===== src/rtl/fofir_tap_seq.sv =====
// Tap sequencer for a folded FIR: walks mux_sel over 0..N-1 once per pass, honouring downstream stall.
// Optional FOFIR_TAP_SEQ_REPEAT_EN adds repeat_mode for back-to-back passes with no bubble.
module fofir_tap_seq #(
  parameter int SEL_W    = 3,
  parameter int MAX_TAPS = 7
) (
  input  logic             clk,
  input  logic             rst,
  input  logic             start,
  input  logic [SEL_W-1:0] num_taps,
  input  logic             stall,
`ifdef FOFIR_TAP_SEQ_REPEAT_EN
  input  logic             repeat_mode,
`endif
  output logic [SEL_W-1:0] mux_sel,
  output logic             sel_valid,
  output logic             first_tap,
  output logic             last_tap,
  output logic             busy,
  output logic             done,
  output logic             cfg_err
);

  typedef enum logic [1:0] {IDLE, RUN, DONE} state_t;

  localparam logic [SEL_W-1:0] ONE = SEL_W'(1);
  localparam logic [SEL_W-1:0] MAX = SEL_W'(MAX_TAPS);

  state_t           state;
  logic [SEL_W-1:0] cnt_lat;
  logic             rep;
  logic             cfg_ok;
  logic             at_last;
  logic [SEL_W-1:0] sel_nxt;

`ifdef FOFIR_TAP_SEQ_REPEAT_EN
  assign rep = repeat_mode;
`else
  assign rep = 1'b0;
`endif

  assign cfg_ok    = (num_taps != '0) && (num_taps <= MAX);
  assign at_last   = (mux_sel == cnt_lat - ONE);
  assign sel_nxt   = mux_sel + ONE;
  assign sel_valid = (state == RUN) && !stall;

  always_ff @(posedge clk) begin
    if (rst) begin
      state     <= IDLE;
      cnt_lat   <= '0;
      mux_sel   <= '0;
      first_tap <= 1'b0;
      last_tap  <= 1'b0;
      busy      <= 1'b0;
      done      <= 1'b0;
      cfg_err   <= 1'b0;
    end else begin
      done    <= 1'b0;
      cfg_err <= 1'b0;
      case (state)
        IDLE: begin
          if (start) begin
            if (cfg_ok) begin
              state     <= RUN;
              cnt_lat   <= num_taps;
              mux_sel   <= '0;
              first_tap <= 1'b1;
              last_tap  <= (num_taps == ONE);
              busy      <= 1'b1;
            end else begin
              cfg_err <= 1'b1;
            end
          end
        end
        RUN: begin
          // Nothing moves while stalled; flags are held with mux_sel.
          if (!stall) begin
            if (at_last) begin
              done    <= 1'b1;
              mux_sel <= '0;
              if (rep) begin
                first_tap <= 1'b1;
                last_tap  <= (cnt_lat == ONE);
              end else begin
                state     <= DONE;
                first_tap <= 1'b0;
                last_tap  <= 1'b0;
              end
            end else begin
              mux_sel   <= sel_nxt;
              first_tap <= 1'b0;
              last_tap  <= (sel_nxt == cnt_lat - ONE);
            end
          end
        end
        DONE: begin
          state <= IDLE;
          busy  <= 1'b0;
        end
        default: begin
          state     <= IDLE;
          mux_sel   <= '0;
          first_tap <= 1'b0;
          last_tap  <= 1'b0;
          busy      <= 1'b0;
        end
      endcase
    end
  end

endmodule

===== config.mk =====
export PLATFORM = sky130hd
export DESIGN_NAME = fofir_tap_seq
export DESIGN_NICKNAME = d
export VERILOG_FILES = /design/src/rtl/fofir_tap_seq.sv
export SDC_FILE = /design/constraint.sdc
export NUM_CORES = 1
export LEC_CHECK = 0
export BUFFER_PORTS_ARGS = -buffer_cell sky130_fd_sc_hd__buf_2
export CORE_MARGIN = 10
export CORE_UTILIZATION = 50
export CTS_BUF_LIST = sky130_fd_sc_hd__clkbuf_4
export CTS_CLUSTER_DIAMETER = 80
export CTS_CLUSTER_SIZE = 8
export DETAILED_ROUTE_END_ITERATION = 10
export PLACE_DENSITY = 0.72
export SYNTH_ARGS = -nofsm -noshare
export SYNTH_HDL_FRONTEND = slang
export SYNTH_SLANG_ARGS = --single-unit

===== constraint.sdc =====
create_clock -name clk -period 5.3 [get_ports clk]
set_clock_uncertainty 0.2 [all_clocks]
set_input_delay 0.265 -clock clk [delete_from_list [all_inputs] [get_ports clk]]
set_output_delay 0.265 -clock clk [all_outputs]
set_load 0.05 [all_outputs]

---- Word level (Yosys, flattened, before mapping) ----
Cells that the tools add are included.
word-level totals
  bits in registers ....................... 13
  input port bits ......................... 7
cells by class
  $add $sub $neg .......................... 2
  magnitude comparators ................... 1
  equality and inequality tests ........... 9
  mux-type cells .......................... 22
  bitwise logic cells ..................... 4
  reductions and logical operators ........ 11
operator list
  kind                 number
  $mux 3               4
  $mux 1               9
  $pmux 3 s3           1
  $mux 2               4
  $ne 2x2->1 const B   4
  $reduce_and 4->1     2
  $eq 3x3->1           2
  $pmux 1 s3           2
  $reduce_and 3->1     2
  $reduce_or 3->1      2
  $not 1->1            4
  $pmux 2 s2           1
  $add 3x1->3 const B  1
  $eq 3x1->1 const B   1
  $le 3x3->1 const B   1
  $reduce_bool 3->1    1
  $sub 3x1->3 const B  1
  $eq 2x1->1 const B   1
  $eq 2x2->1 const B   1
  $logic_and 1x1->1    2
  $logic_not 2->1      1
  $pmux 1 s2           1
  $logic_not 1->1      1

---- Longest topological paths before layout ----
Gate-level depths: netlist of the first run.
  depth after elaboration ................. 5
  gate-level depth with buffers ........... 6
  mapped depth without buffers ............ 6

---- Worst setup path before layout of the first run ----
No wires, ideal clock.
  kind .................................... register -> register
  start point ............................. reg mux_sel[2]
  end point ............................... reg last_tap
  data arrival time ....................... 2.000 ns
  setup slack ............................. 3.013 ns
  stages on the path, launching flop included .. 5
  path buffers ............................ 0
  period minus slack after synthesis ...... 2.287 ns
  cell sequence ........................... dfxtp_1 > xnor3_2 > xnor2_1 > or4_4 > a221oi_2
between the ends
  cells in the longest elaborated chain, start to end .. 5
RTL lines
  element                 line  source
  from (decl)             15    output logic [SEL_W-1:0] mux_sel,
  from (signal assigned)  90    mux_sel <= sel_nxt;
  $add 3x1->3             44    assign sel_nxt = mux_sel + ONE;
  $eq 3x3->1              92    last_tap <= (sel_nxt == cnt_lat - ONE);
  $mux 1 *                78    if (at_last) begin
  $mux 1 *                77    if (!stall) begin
  $pmux 1 s3 *            60    case (state)
  to (signal assigned)    68    last_tap <= (num_taps == ONE);
  to (signal assigned)    83    last_tap <= (cnt_lat == ONE);
  to (signal assigned)    92
  to (decl)               18    output logic last_tap,
Mark *: on every way between the ends. The rest lies on a longest branch, timed or not. The select of a mux whose other input is x is not followed.
A chain may end at the register's enable or synchronous reset.

---- Worst setup path after layout of the first run ----
Ends and elaborated chain as after synthesis.

==> results of run 1 <==
power by group through the flow:
stage,combinational [mW],clock [mW],sequential (mW)
after global placement,0.0462,0,0.109
after floorplan,0.0268,0,0.118
final,0.0469,0.0674,0.107
after global routing,0.0510,0.0759,0.107
after detailed placement,0.0471,0,0.109
after CTS,0.0473,0.0706,0.107
layer usage:
metal	vias up	wire length, um	share of wire
li1	291	-	-
met1	276	670	0.47
met2	16	591	0.42
met3	4	123	0.087
met4	0	29	0.021
met5	-	0	0
worst max-delay path, delay by kind of cell (launching register included):
| kind | cells | cell delay, ps |
|---|---|---|
| and+or+nand+nor | 1 | 480 |
| DFF | 1 | 400 |
| AOI/OAI and AO/OA | 1 | 210 |
| xor gates and xnor gates | 2 | 620 |
final timing paths:
path / start / endpoint / depth (start not counted)
setup / recovery: mux_sel[2] / last_tap / 4
hold / removal: stall / done / 2
setup reg to reg: mux_sel[2] / last_tap / 4
hold reg to reg: last_tap / last_tap / 2
cell families after synthesis:
kind of cell,Yosys count,synth area share
buf+inv,6,0.04815
flops,13,0.4008
compound gates,18,0.1850
xor+xnor,5,0.09056
fa+ha+maj,2,0.03853
simple gates,26,0.2370
stage by stage:
step / utilization / hold WS, ps
2_1_floorplan: - / 143.7
3_3_place_gp: 0.6197 / 258.6
3_5_place_dp: 0.6197 / 267.8
4_1_cts: 0.6453 / 54.70
5_1_grt: 0.6453 / 77.96
6_report: 0.6453 / 67.22
layout make-up:
type	count	area [sq um]
Inverter	4	15.01
Clock buffer	4	30.03
Sequential cell	13	260.3
Multi-Input combinational cell	51	357.8
Tap cell	14	17.52
Fill cell	109	415.4
Timing Repair Buffer	15	75.07
flip-flops by register name (all words and copies together), names as in the netlist:
signal	flops
cnt_lat	3
first_tap	1
cfg_err	1
state	2
mux_sel	3
last_tap	1
busy	1
done	1
placed cells by master (no fill, tap or decap), types with 3 or more instances in the layout:
| cell | instances |
|---|---|
| nor2_1 | 7 |
| o21ai_0 | 4 |
| a22oi_1 | 5 |
| a21oi_1 | 4 |
| a31oi_1 | 3 |
| nor4_1 | 3 |
| inv_1 | 4 |
| nand3b_1 | 3 |
| dfxtp_1 | 13 |
| clkbuf_4 | 4 |
| buf_2 | 15 |
==> impl_metrics.sql, run 1 <==
INSERT INTO impl_metrics (metric_group, metric, value, unit) VALUES
('synthesis', 'synth.area.top_cells', 'dfxtp_1, a22oi_1, nor2_1', ''),
('pwr', 'p_per_area', '292.4', 'nW/um^2'),
('synthesis', 'register_bit_count_reported_by_yosys', '13', ''),
('synthesis', 'synthDistinctLibCells', '26', ''),
('clock_tree', 'clock_tree.root_cell', 'clkbuf_4', ''),
('placed_design', 'placed_cells_incl_taps', '97', ''),
('drt', 'ant_nets', '0', ''),
('global_routing', 'met3_demand_to_capacity_share_in_global_routing', '0.05923', ''),
('synthesis', 'synth.most_common_cell', 'dfxtp_1', ''),
('layout', 'nets', '97', ''),
('drt', 'drtPass1Iterations', '4', ''),
('critical_path', 'crit_path_max_incr_delay', '480', 'ps'),
('critical_path', 'critical_path_rt', '5310', 'ps'),
('synthesis', 'synthesis.area', '649.4', 'sq um'),
('timing', 'timing.final.max_slew_violations', '0', ''),
('die', 'floorplan.initialDensity', '0.5545', ''),
('outcome', 'run_status', 'complete, no violations', ''),
('timing', 'fin_ws', '3313', 'ps'),
('critical_path', 'worst-path-max-fanout', '5', ''),
('synthesis', 'synth_enable_flop_cells', '0', ''),
('pwr', 'share_clk_of_total_power', '0.305', ''),
('drt', 'finalWirelength', '1414', 'um'),
('critical_path', 'crit_arrival', '2000', 'ps'),
('placed_design', 'post-place-ws', '3316', 'ps'),
('synthesis', 'synth_top_area_share', '0.4008', ''),
('pwr', 'cellLeakagePower', '0.3223', 'nW'),
('pwr', 'power.sequential.fraction', '0.483', ''),
('synthesis', 'post_synth.cell_area_avg', '9.277', 'sq um'),
('synthesis', 'ys_warn_count', '0', ''),
('global_routing', 'grt_pass1_vias', '529', ''),
('die', 'die_wd', '56.04', 'um'),
('layout', 'drive_above_1_share', '0.2644', ''),
('layout', 'layout-area-overhead-vs-synth', '16.38', '%'),
('clock_tree', 'cts-root-to-sink-buffers', '2', ''),
('placed_design', 'gp_congestion', '0.7390', ''),
('die', 'die_area', '3140', 'sq um'),
('global_routing', 'groute.usage.overall', '0.09161', ''),
('clock_tree', 'clk_transition_reported_paths', '80', 'ps'),
('die', 'dieHeight', '56.04', 'um'),
('critical_path', 'setup_slack_on_the_worst_flop_to_flop_path', '3310', 'ps'),
('critical_path', 'start_kind', 'register', ''),
('global_routing', 'grt-ovfl-total', '0', ''),
('drt', 'route.detailed.vias_per_inst', '5.812', ''),
('placed_design', 'detailed_place.area', '725.7', 'sq um'),
('timing', 'worst-slew-pin-transition', '510.2', 'ps'),
('synthesis', 'synthTopCellsByCount', 'dfxtp_1, nor2_1, a22oi_1', ''),
('synthesis', 'synth_cells', '70', ''),
('global_routing', 'groute.layer.met1.usage', '0.09458', ''),
('placed_design', 'post-dp-hpwl', '1059', 'um'),
('synthesis', 'synth-seq-area-share', '0.4008', ''),
('clock_tree', 'cts_hold_repair.buffers', '0', ''),
('synthesis', 'ys_dominant_reg_cell', 'dfxtp_1', ''),
('timing', 'timing.slew.headroom', '0.6599', ''),
('layout', 'antenna_cells', '0', ''),
('timing', 'achievable-frequency', '0.5032', 'GHz'),
('drt', 'detail_route.drc_violations', '0', ''),
('timing', 'hold_viol', '0', ''),
('placed_design', 'buffer_ports.inserted', '15', ''),
('synthesis', 'syn-num-nets', '79', ''),
('clock_tree', 'clock-sinks', '13', ''),
('global_routing', 'grt_antenna_before_repair', '0', ''),
('drt', 'drt_first_iter_violations', '12', ''),
('critical_path', 'timing.critical_path.cells', 'xnor3_2 > xnor2_1 > or4_4 > a221oi_2', ''),
('critical_path', 'crit_path_end_kind', 'register', ''),
('clock_tree', 'cts-resized-gates', '0', ''),
('pwr', 'power_frac_comb', '0.212', ''),
('global_routing', 'grt_first_pass_wirelength', '2318', 'um'),
('clock_tree', 'tritoncts', 'done', ''),
('pwr', 'power.ir.vdd_worst', '156.9', 'uV'),
('pwr', 'p_int', '153.4', 'uW'),
('global_routing', 'global_route.usage.met2', '0.1307', '');
(Power assumes the default switching activity.)
==> inputs of run 2 (changes only) <==
--- a/config.mk
+++ b/config.mk
@@ -5,6 +5,7 @@
 export SDC_FILE = /design/constraint.sdc
 export NUM_CORES = 1
 export LEC_CHECK = 0
+export ABC_AREA = 1
 export BUFFER_PORTS_ARGS = -buffer_cell sky130_fd_sc_hd__buf_2
 export CORE_MARGIN = 10
 export CORE_UTILIZATION = 50
@@ -12,7 +13,7 @@
 export CTS_CLUSTER_DIAMETER = 80
 export CTS_CLUSTER_SIZE = 8
 export DETAILED_ROUTE_END_ITERATION = 10
-export PLACE_DENSITY = 0.72
+export PLACE_DENSITY = 0.71
 export SYNTH_ARGS = -nofsm -noshare
 export SYNTH_HDL_FRONTEND = slang
 export SYNTH_SLANG_ARGS = --single-unit
==> constraint.sdc (replaced) <==
create_clock -name clk -period 2.1 [get_ports clk]
set_clock_uncertainty 0.2 [all_clocks]
set_input_delay 0.105 -clock clk [delete_from_list [all_inputs] [get_ports clk]]
set_output_delay 0.105 -clock clk [all_outputs]
set_load 0.05 [all_outputs]
==> impl_metrics.sql, run 2 <==
INSERT INTO impl_metrics (metric_group, metric, value, unit) VALUES
('critical_path', 'crit_path_max_incr_delay', '350', 'ps'),
('placed_design', 'post-dp-hpwl', '1250', 'um'),
('clock_tree', 'clk_transition_reported_paths', '70', 'ps'),
('clock_tree', 'insertion_delay', '270', 'ps'),
('critical_path', 'worst-path-max-fanout', '4', ''),
('placed_design', 'post-place-ws', '415.0', 'ps'),
('critical_path', 'critical_path_rt', '2070', 'ps'),
('critical_path', 'start_kind', 'register', ''),
('die', 'die_area', '3322', 'sq um'),
('layout', 'final_area', '888.4', 'sq um'),
('critical_path', 'critical-path-top-cell-by-count', 'nor2_1', ''),
('synthesis', 'ys_warn_count', '0', ''),
('placed_design', 'gp_congestion', '0.8856', ''),
('timing', 'final_setup_violations', '0', ''),
('synthesis', 'ys_dominant_reg_cell', 'dfxtp_1', ''),
('global_routing', 'grt_first_pass_wirelength', '2780', 'um'),
('synthesis', 'synthDistinctLibCells', '16', ''),
('timing', 'fin_ws', '382.1', 'ps'),
('drt', 'vias', '716', ''),
('synthesis', 'post_synth.cell_area_avg', '6.212', 'sq um'),
('synthesis', 'synth_cells', '114', ''),
('critical_path', 'critPathKind', 'register to register', ''),
('die', 'dieHeight', '57.64', 'um'),
('timing', 'achievable-frequency', '0.5821', 'GHz'),
('clock_tree', 'cts-root-to-sink-buffers', '2', ''),
('placed_design', 'buffer_ports.inserted', '15', ''),
('die', 'die_wd', '57.64', 'um'),
('synthesis', 'register_bit_count_reported_by_yosys', '13', ''),
('critical_path', 'crit_path_top_delay_cell', 'dfxtp_1', ''),
('timing', 'period_utilisation_layout', '0.8180', ''),
('synthesis', 'synth-async-reset-ratio', '0', ''),
('drt', 'finalWirelength', '1625', 'um'),
('global_routing', 'groute.usage.overall', '0.1028', ''),
('drt', 'drt_first_iter_violations', '15', ''),
('global_routing', 'grt_start_max_net_pins', '11', ''),
('timing', 'worst-slew-pin-transition', '319.9', 'ps'),
('clock_tree', 'htreeDepth', '1', ''),
('clock_tree', 'cts_hold_repair.buffers', '6', ''),
('layout', 'mostFrequentLayoutCell', 'nand2_1', ''),
('synthesis', 'synth_top_area_share', '0.3675', ''),
('clock_tree', 'clock_tree.root_cell', 'clkbuf_4', ''),
('layout', 'layout_top_registers', 'cnt_lat x3, mux_sel x3, state x2', ''),
('global_routing', 'grt_pass1_vias', '671', ''),
('synthesis', 'synth.most_common_cell', 'nand2_1', ''),
('timing', 'final.min_clock_period', '1718', 'ps'),
('pwr', 'cellLeakagePower', '0.4607', 'nW'),
('critical_path', 'timing.critical_path.cells', 'inv_1 > ha_1 > xnor2_1 > nor2_1 > nand2_1 > nand2_1 > nor2_1 > nor2_1 > nor2_1', ''),
('drt', 'drtPass1Iterations', '4', ''),
('synthesis', 'synth.area.top_cells', 'dfxtp_1, nand2_1, inv_1', ''),
('clock_tree', 'tritoncts', 'done', ''),
('placed_design', 'detailed_place.area', '798.3', 'sq um'),
('clock_tree', 'post-cts-setup-buffer-count', '0', ''),
('drt', 'detail_route.drc_violations', '0', ''),
('layout', 'final_cell_mix', 'nand2_1, inv_1, nor2_1, buf_2, dfxtp_1', ''),
('synthesis', 'syn-num-nets', '123', ''),
('drt', 'final_routed_wire_length_divided_by_cell_count', '10.62', 'um'),
('die', 'core_region_area', '1318', 'sq um'),
('synthesis', 'synthesis.area', '708.2', 'sq um'),
('clock_tree', 'cts-resized-gates', '0', ''),
('layout', 'layout-area-overhead-vs-synth', '25.44', '%'),
('global_routing', 'grt_antenna_before_repair', '0', ''),
('layout', 'nets', '148', ''),
('synthesis', 'synth_top_area_cell', 'dfxtp_1', ''),
('die', 'design.portCount', '16', ''),
('die', 'floorplan.initialDensity', '0.5375', ''),
('critical_path', 'crit_arrival', '1690', 'ps'),
('global_routing', 'grt-ovfl-total', '0', ''),
('timing', 'timing.slew.headroom', '0.7851', ''),
('run', 'drv_cap', '0', ''),
('die', 'core.rowCount', '13', ''),
('synthesis', 'synth_enable_flop_cells', '0', ''),
('pwr', 'p_per_area', '653.9', 'nW/um^2'),
('outcome', 'run_status', 'complete, no violations', ''),
('drt', 'route.detailed.vias_per_inst', '4.680', ''),
('layout', 'antenna_cells', '0', ''),
('timing', 'setup_total_negative_slack', '0', 'ps'),
('hold_path', 'timing.hold.worst.class', 'register to register', ''),
('pwr', 'power.ir.vdd_worst', '440.0', 'uV'),
('synthesis', 'synthTopCellsByCount', 'nand2_1, inv_1, nor2_1', ''),
('clock_tree', 'clock-sinks', '13', ''),
('layout', 'drive_above_1_share', '0.1739', ''),
('critical_path', 'crit_path_end_kind', 'register', ''),
('timing', 'timing.final.max_slew_violations', '0', ''),
('drt', 'ant_nets', '0', ''),
('timing', 'hold_viol', '0', ''),
('layout', 'fillers', '128', ''),
('clock_tree', 'cts-buffers-inserted', '3', ''),
('timing', 'unrepaired_setup_endpoints_after_global_routing', 'false', ''),
('synthesis', 'synth-seq-area-share', '0.3675', '');
## run 2: cell types whose count changed in the layout (fill, tap and decap cells not counted), sizes merged, moves of 3 or more
cell and change:
a21oi +3, dlygate4sd3 +6, a22oi -5, inv +16
nand3 +6, nand2 +36, nand3b -3, nor2 +8
a31oi -3
## run 2: kinds of logic after synthesis
logic type      count (synthesis)  synth area share
simple gates                   65            0.3781
buf+inv                        21            0.1113
flops                          13            0.3675
compound gates                 11           0.08303
xor+xnor                        2           0.02474
fa+ha+maj                       2           0.03533
## run 2: worst paths after layout
kind,startpoint,end,slack (ps),depth (start not counted)
worst max-delay path,cnt_lat[0],mux_sel[2],380,9
worst min-delay path,first_tap,first_tap,260,2
worst max register to register,cnt_lat[0],mux_sel[2],380,9
worst min register to register,first_tap,first_tap,260,2
## run 2: power breakdown
group	total, mW	switching, mW	internal, mW
sequential	0.269	0.00937	0.259
clock	0.164	0.0771	0.0866
combinational	0.149	0.0976	0.0511
total	0.581	0.184	0.397
## run 2: final cells by class
cell class	instances	area, sq um	area share
Timing Repair Buffer	21	135.1	0.1521
Inverter	20	75.07	0.08451
Sequential cell	13	260.3	0.2930
Tap cell	15	18.77	0.02113
Clock buffer	4	30.03	0.03380
Multi-Input combinational cell	80	369.1	0.4155
## run 2: critical path, delay by kind of cell, from the launching register on
kind / cells / cell delay (ps)
xor gates and xnor gates: 1 / 140
DFF: 1 / 350
buffers and inverters: 1 / 60
and+or+nand+nor: 6 / 530
adders and majority gates: 1 / 330
## run 2: per-stage QoR
stage / cells / hold WS (ps) / power [mW] / util
final: 153 / 257.9 / 0.5809 / 0.6743
after global routing: 153 / 301.4 / 0.6201 / 0.6743
after CTS: 153 / 261.8 / 0.5906 / 0.6743
after detailed placement: 143 / 126.3 / 0.4142 / 0.6059
after global placement: 143 / 142.7 / 0.4129 / 0.6059
after floorplan: 114 / -16.49 / 0.3823 / -
## run 2: metal layers
layer / track usage / part of all wire
met5: 0 / 0
met4: 0.03691 / 0.0049
met2: 0.1656 / 0.48
met1: 0.1093 / 0.45
met3: 0.05882 / 0.063
==> inputs of run 3 (changes only) <==
==> constraint.sdc (replaced) <==
create_clock -name clk -period 1.6 [get_ports clk]
set_clock_uncertainty 0.2 [all_clocks]
set_input_delay 0.08 -clock clk [delete_from_list [all_inputs] [get_ports clk]]
set_output_delay 0.08 -clock clk [all_outputs]
set_load 0.05 [all_outputs]
==> impl_metrics.sql, run 3 (synthesized netlist as in run 2, its figures left out) <==
INSERT INTO impl_metrics (metric_group, metric, value, unit) VALUES
('drt', 'ant_nets', '0', ''),
('critical_path', 'critical_path_rt', '1620', 'ps'),
('pwr', 'power.ir.vdd_worst', '563.3', 'uV'),
('clock_tree', 'clk_transition_reported_paths', '80', 'ps'),
('critical_path', 'crit_path_end_kind', 'register', ''),
('layout', 'layout_top_registers', 'cnt_lat x3, mux_sel x3, state x2', ''),
('placed_design', 'post-dp-hpwl', '1310', 'um'),
('timing', 'final_setup_violations', '0', ''),
('timing', 'worst-slew-pin-transition', '255.3', 'ps'),
('global_routing', 'grt_antenna_before_repair', '0', ''),
('die', 'core_region_area', '1318', 'sq um'),
('clock_tree', 'insertion_delay', '280', 'ps'),
('die', 'floorplan.initialDensity', '0.5375', ''),
('global_routing', 'grt_pass1_vias', '759', ''),
('placed_design', 'gp_congestion', '0.8681', ''),
('critical_path', 'setup_slack_on_the_worst_flop_to_flop_path', '50', 'ps'),
('die', 'design.portCount', '16', ''),
('layout', 'mostFrequentLayoutCell', 'nand2_1', ''),
('clock_tree', 'clock-sinks', '13', ''),
('critical_path', 'start_kind', 'input port', ''),
('clock_tree', 'tritoncts', 'done', ''),
('critical_path', 'crit-reg2reg-launch', 'cnt_lat[1]', ''),
('layout', 'nets', '154', ''),
('die', 'core.rowCount', '13', ''),
('pwr', 'total_chip_power', '835.4', 'uW'),
('global_routing', 'grt-ovfl-total', '0', ''),
('drt', 'top_layer', 'met4', ''),
('drt', 'route.detailed.vias_per_inst', '4.943', ''),
('layout', 'layout-area-overhead-vs-synth', '41.17', '%'),
('drt', 'vias', '786', ''),
('layout', 'final_area', '999.7', 'sq um'),
('global_routing', 'groute.usage.overall', '0.1160', ''),
('run', 'drv_cap', '0', ''),
('placed_design', 'detailed_place.area', '815.8', 'sq um'),
('timing', 'achievable-frequency', '0.6369', 'GHz'),
('layout', 'drive_above_1_share', '0.3542', ''),
('hold_path', 'hold_path.startpoint', 'first_tap', ''),
('hold_path', 'timing.hold.worst.class', 'register to register', ''),
('timing', 'final.min_clock_period', '1570', 'ps'),
('critical_path', 'worst-path-max-fanout', '4', ''),
('timing', 'timing.final.max_slew_violations', '0', ''),
('global_routing', 'grt_first_pass_wirelength', '3160', 'um'),
('die', 'die_area', '3322', 'sq um'),
('drt', 'drtPass1Iterations', '4', ''),
('placed_design', 'post-place-ws', '-66.87', 'ps'),
('outcome', 'run_status', 'complete, no violations', ''),
('critical_path', 'crit_arrival', '1590', 'ps'),
('timing', 'fin_ws', '29.99', 'ps'),
('layout', 'final_cell_mix', 'nand2_1, inv_1, buf_2', ''),
('drt', 'detailed_routed_wire_length_on_met2', '1048', 'um'),
('drt', 'drt_first_iter_violations', '18', ''),
('placed_design', 'buffer_ports.inserted', '15', ''),
('clock_tree', 'cts-buffers-inserted', '3', ''),
('drt', 'final_routed_wire_length_divided_by_cell_count', '12.51', 'um'),
('timing', 'period_utilisation_layout', '0.9813', ''),
('drt', 'met3_wire_length', '94', 'um'),
('critical_path', 'critPathKind', 'input port to register', ''),
('layout', 'utilization', '0.7588', ''),
('critical_path', 'cp-startpoint', 'num_taps[0]', ''),
('clock_tree', 'cts-root-to-sink-buffers', '2', ''),
('pwr', 'p_per_area', '835.7', 'nW/um^2'),
('clock_tree', 'clock_tree.root_cell', 'clkbuf_4', ''),
('layout', 'antenna_cells', '0', ''),
('die', 'dieHeight', '57.64', 'um'),
('die', 'die_wd', '57.64', 'um'),
('drt', 'route.layer.met1.wl', '808', 'um'),
('timing', 'unrepaired_setup_endpoints_after_global_routing', 'true', ''),
('timing', 'finalHoldWorstSlack', '262.2', 'ps'),
('drt', 'finalWirelength', '1989', 'um'),
('timing', 'timing.slew.headroom', '0.8310', ''),
('global_routing', 'grt_start_max_net_pins', '11', ''),
('critical_path', 'r2r_cells', '9', ''),
('drt', 'detail_route.drc_violations', '0', ''),
('hold_path', 'worstHoldPathCells', '2', ''),
('clock_tree', 'htreeDepth', '1', ''),
('timing', 'hold_viol', '0', ''),
('pwr', 'cellLeakagePower', '0.4993', 'nW');
run 3: cell types whose count changed in the layout (fill, tap and decap cells not counted), moves of 3 or more:
cell	previous run	this run
nand2_2	2	11
nand2_1	36	27
inv_1	18	15
dfxtp_1	13	8
dfxtp_2	0	5
buf_4	0	5
run 3: path summary, 6_finish.rpt:
| kind | endpoint |
|---|---|
| worst max-delay path | mux_sel[1] |
| worst min-delay path | first_tap |
| worst max register to register | mux_sel[1] |
| worst min register to register | first_tap |
run 3: per-stage QoR:
stage          instances  TNS (ps)
6_report             159         0
3_5_place_dp         145    -177.9
2_1_floorplan        114         0
4_1_cts              155         0
5_1_grt              159    -123.5
3_3_place_gp         145    -2.401
run 3: critical path, stage by stage:
cell	delay [ps]
dlygate4sd3_1	530
buf_2	140
nor2_2	120
nand2_2	90
nand2_2	80
nand2_1	100
nand2_2	110
inv_2	70
nor2_1	130
nor2_1	60
nor2_1	80
run 3: layout make-up:
cell class / count / area [sq um]
clock buffers: 4 / 30.03
fillers: 111 / 317.8
inverters: 20 / 77.57
multi-input cells: 80 / 414.1
flip-flops and latches: 13 / 266.5
well taps: 15 / 18.77
repair buffers: 27 / 192.7
run 3: timing repair:
| action | 4_1_cts | 5_1_grt |
|---|---|---|
| hold endpoints to repair | 12 | 0 |
| buffers inserted | 0 | 4 |
| pin swaps | 0 | 10 |
| resized for setup | 3 | 17 |
| hold buffers | 6 | 0 |
| setup endpoints to repair | 3 | 8 |
run 3: metal layers:
metal,track usage,vias up
li1,-,412
met1,0.1206,349
met2,0.2040,18
met3,0.04139,7
met4,0.05034,0
met5,0,-
run 3: where the power goes:
part,leakage (nW),internal [mW],switching [mW]
clock network,0.0184,0.114,0.110
registers,0.108,0.342,0.0134
logic,0.373,0.104,0.152
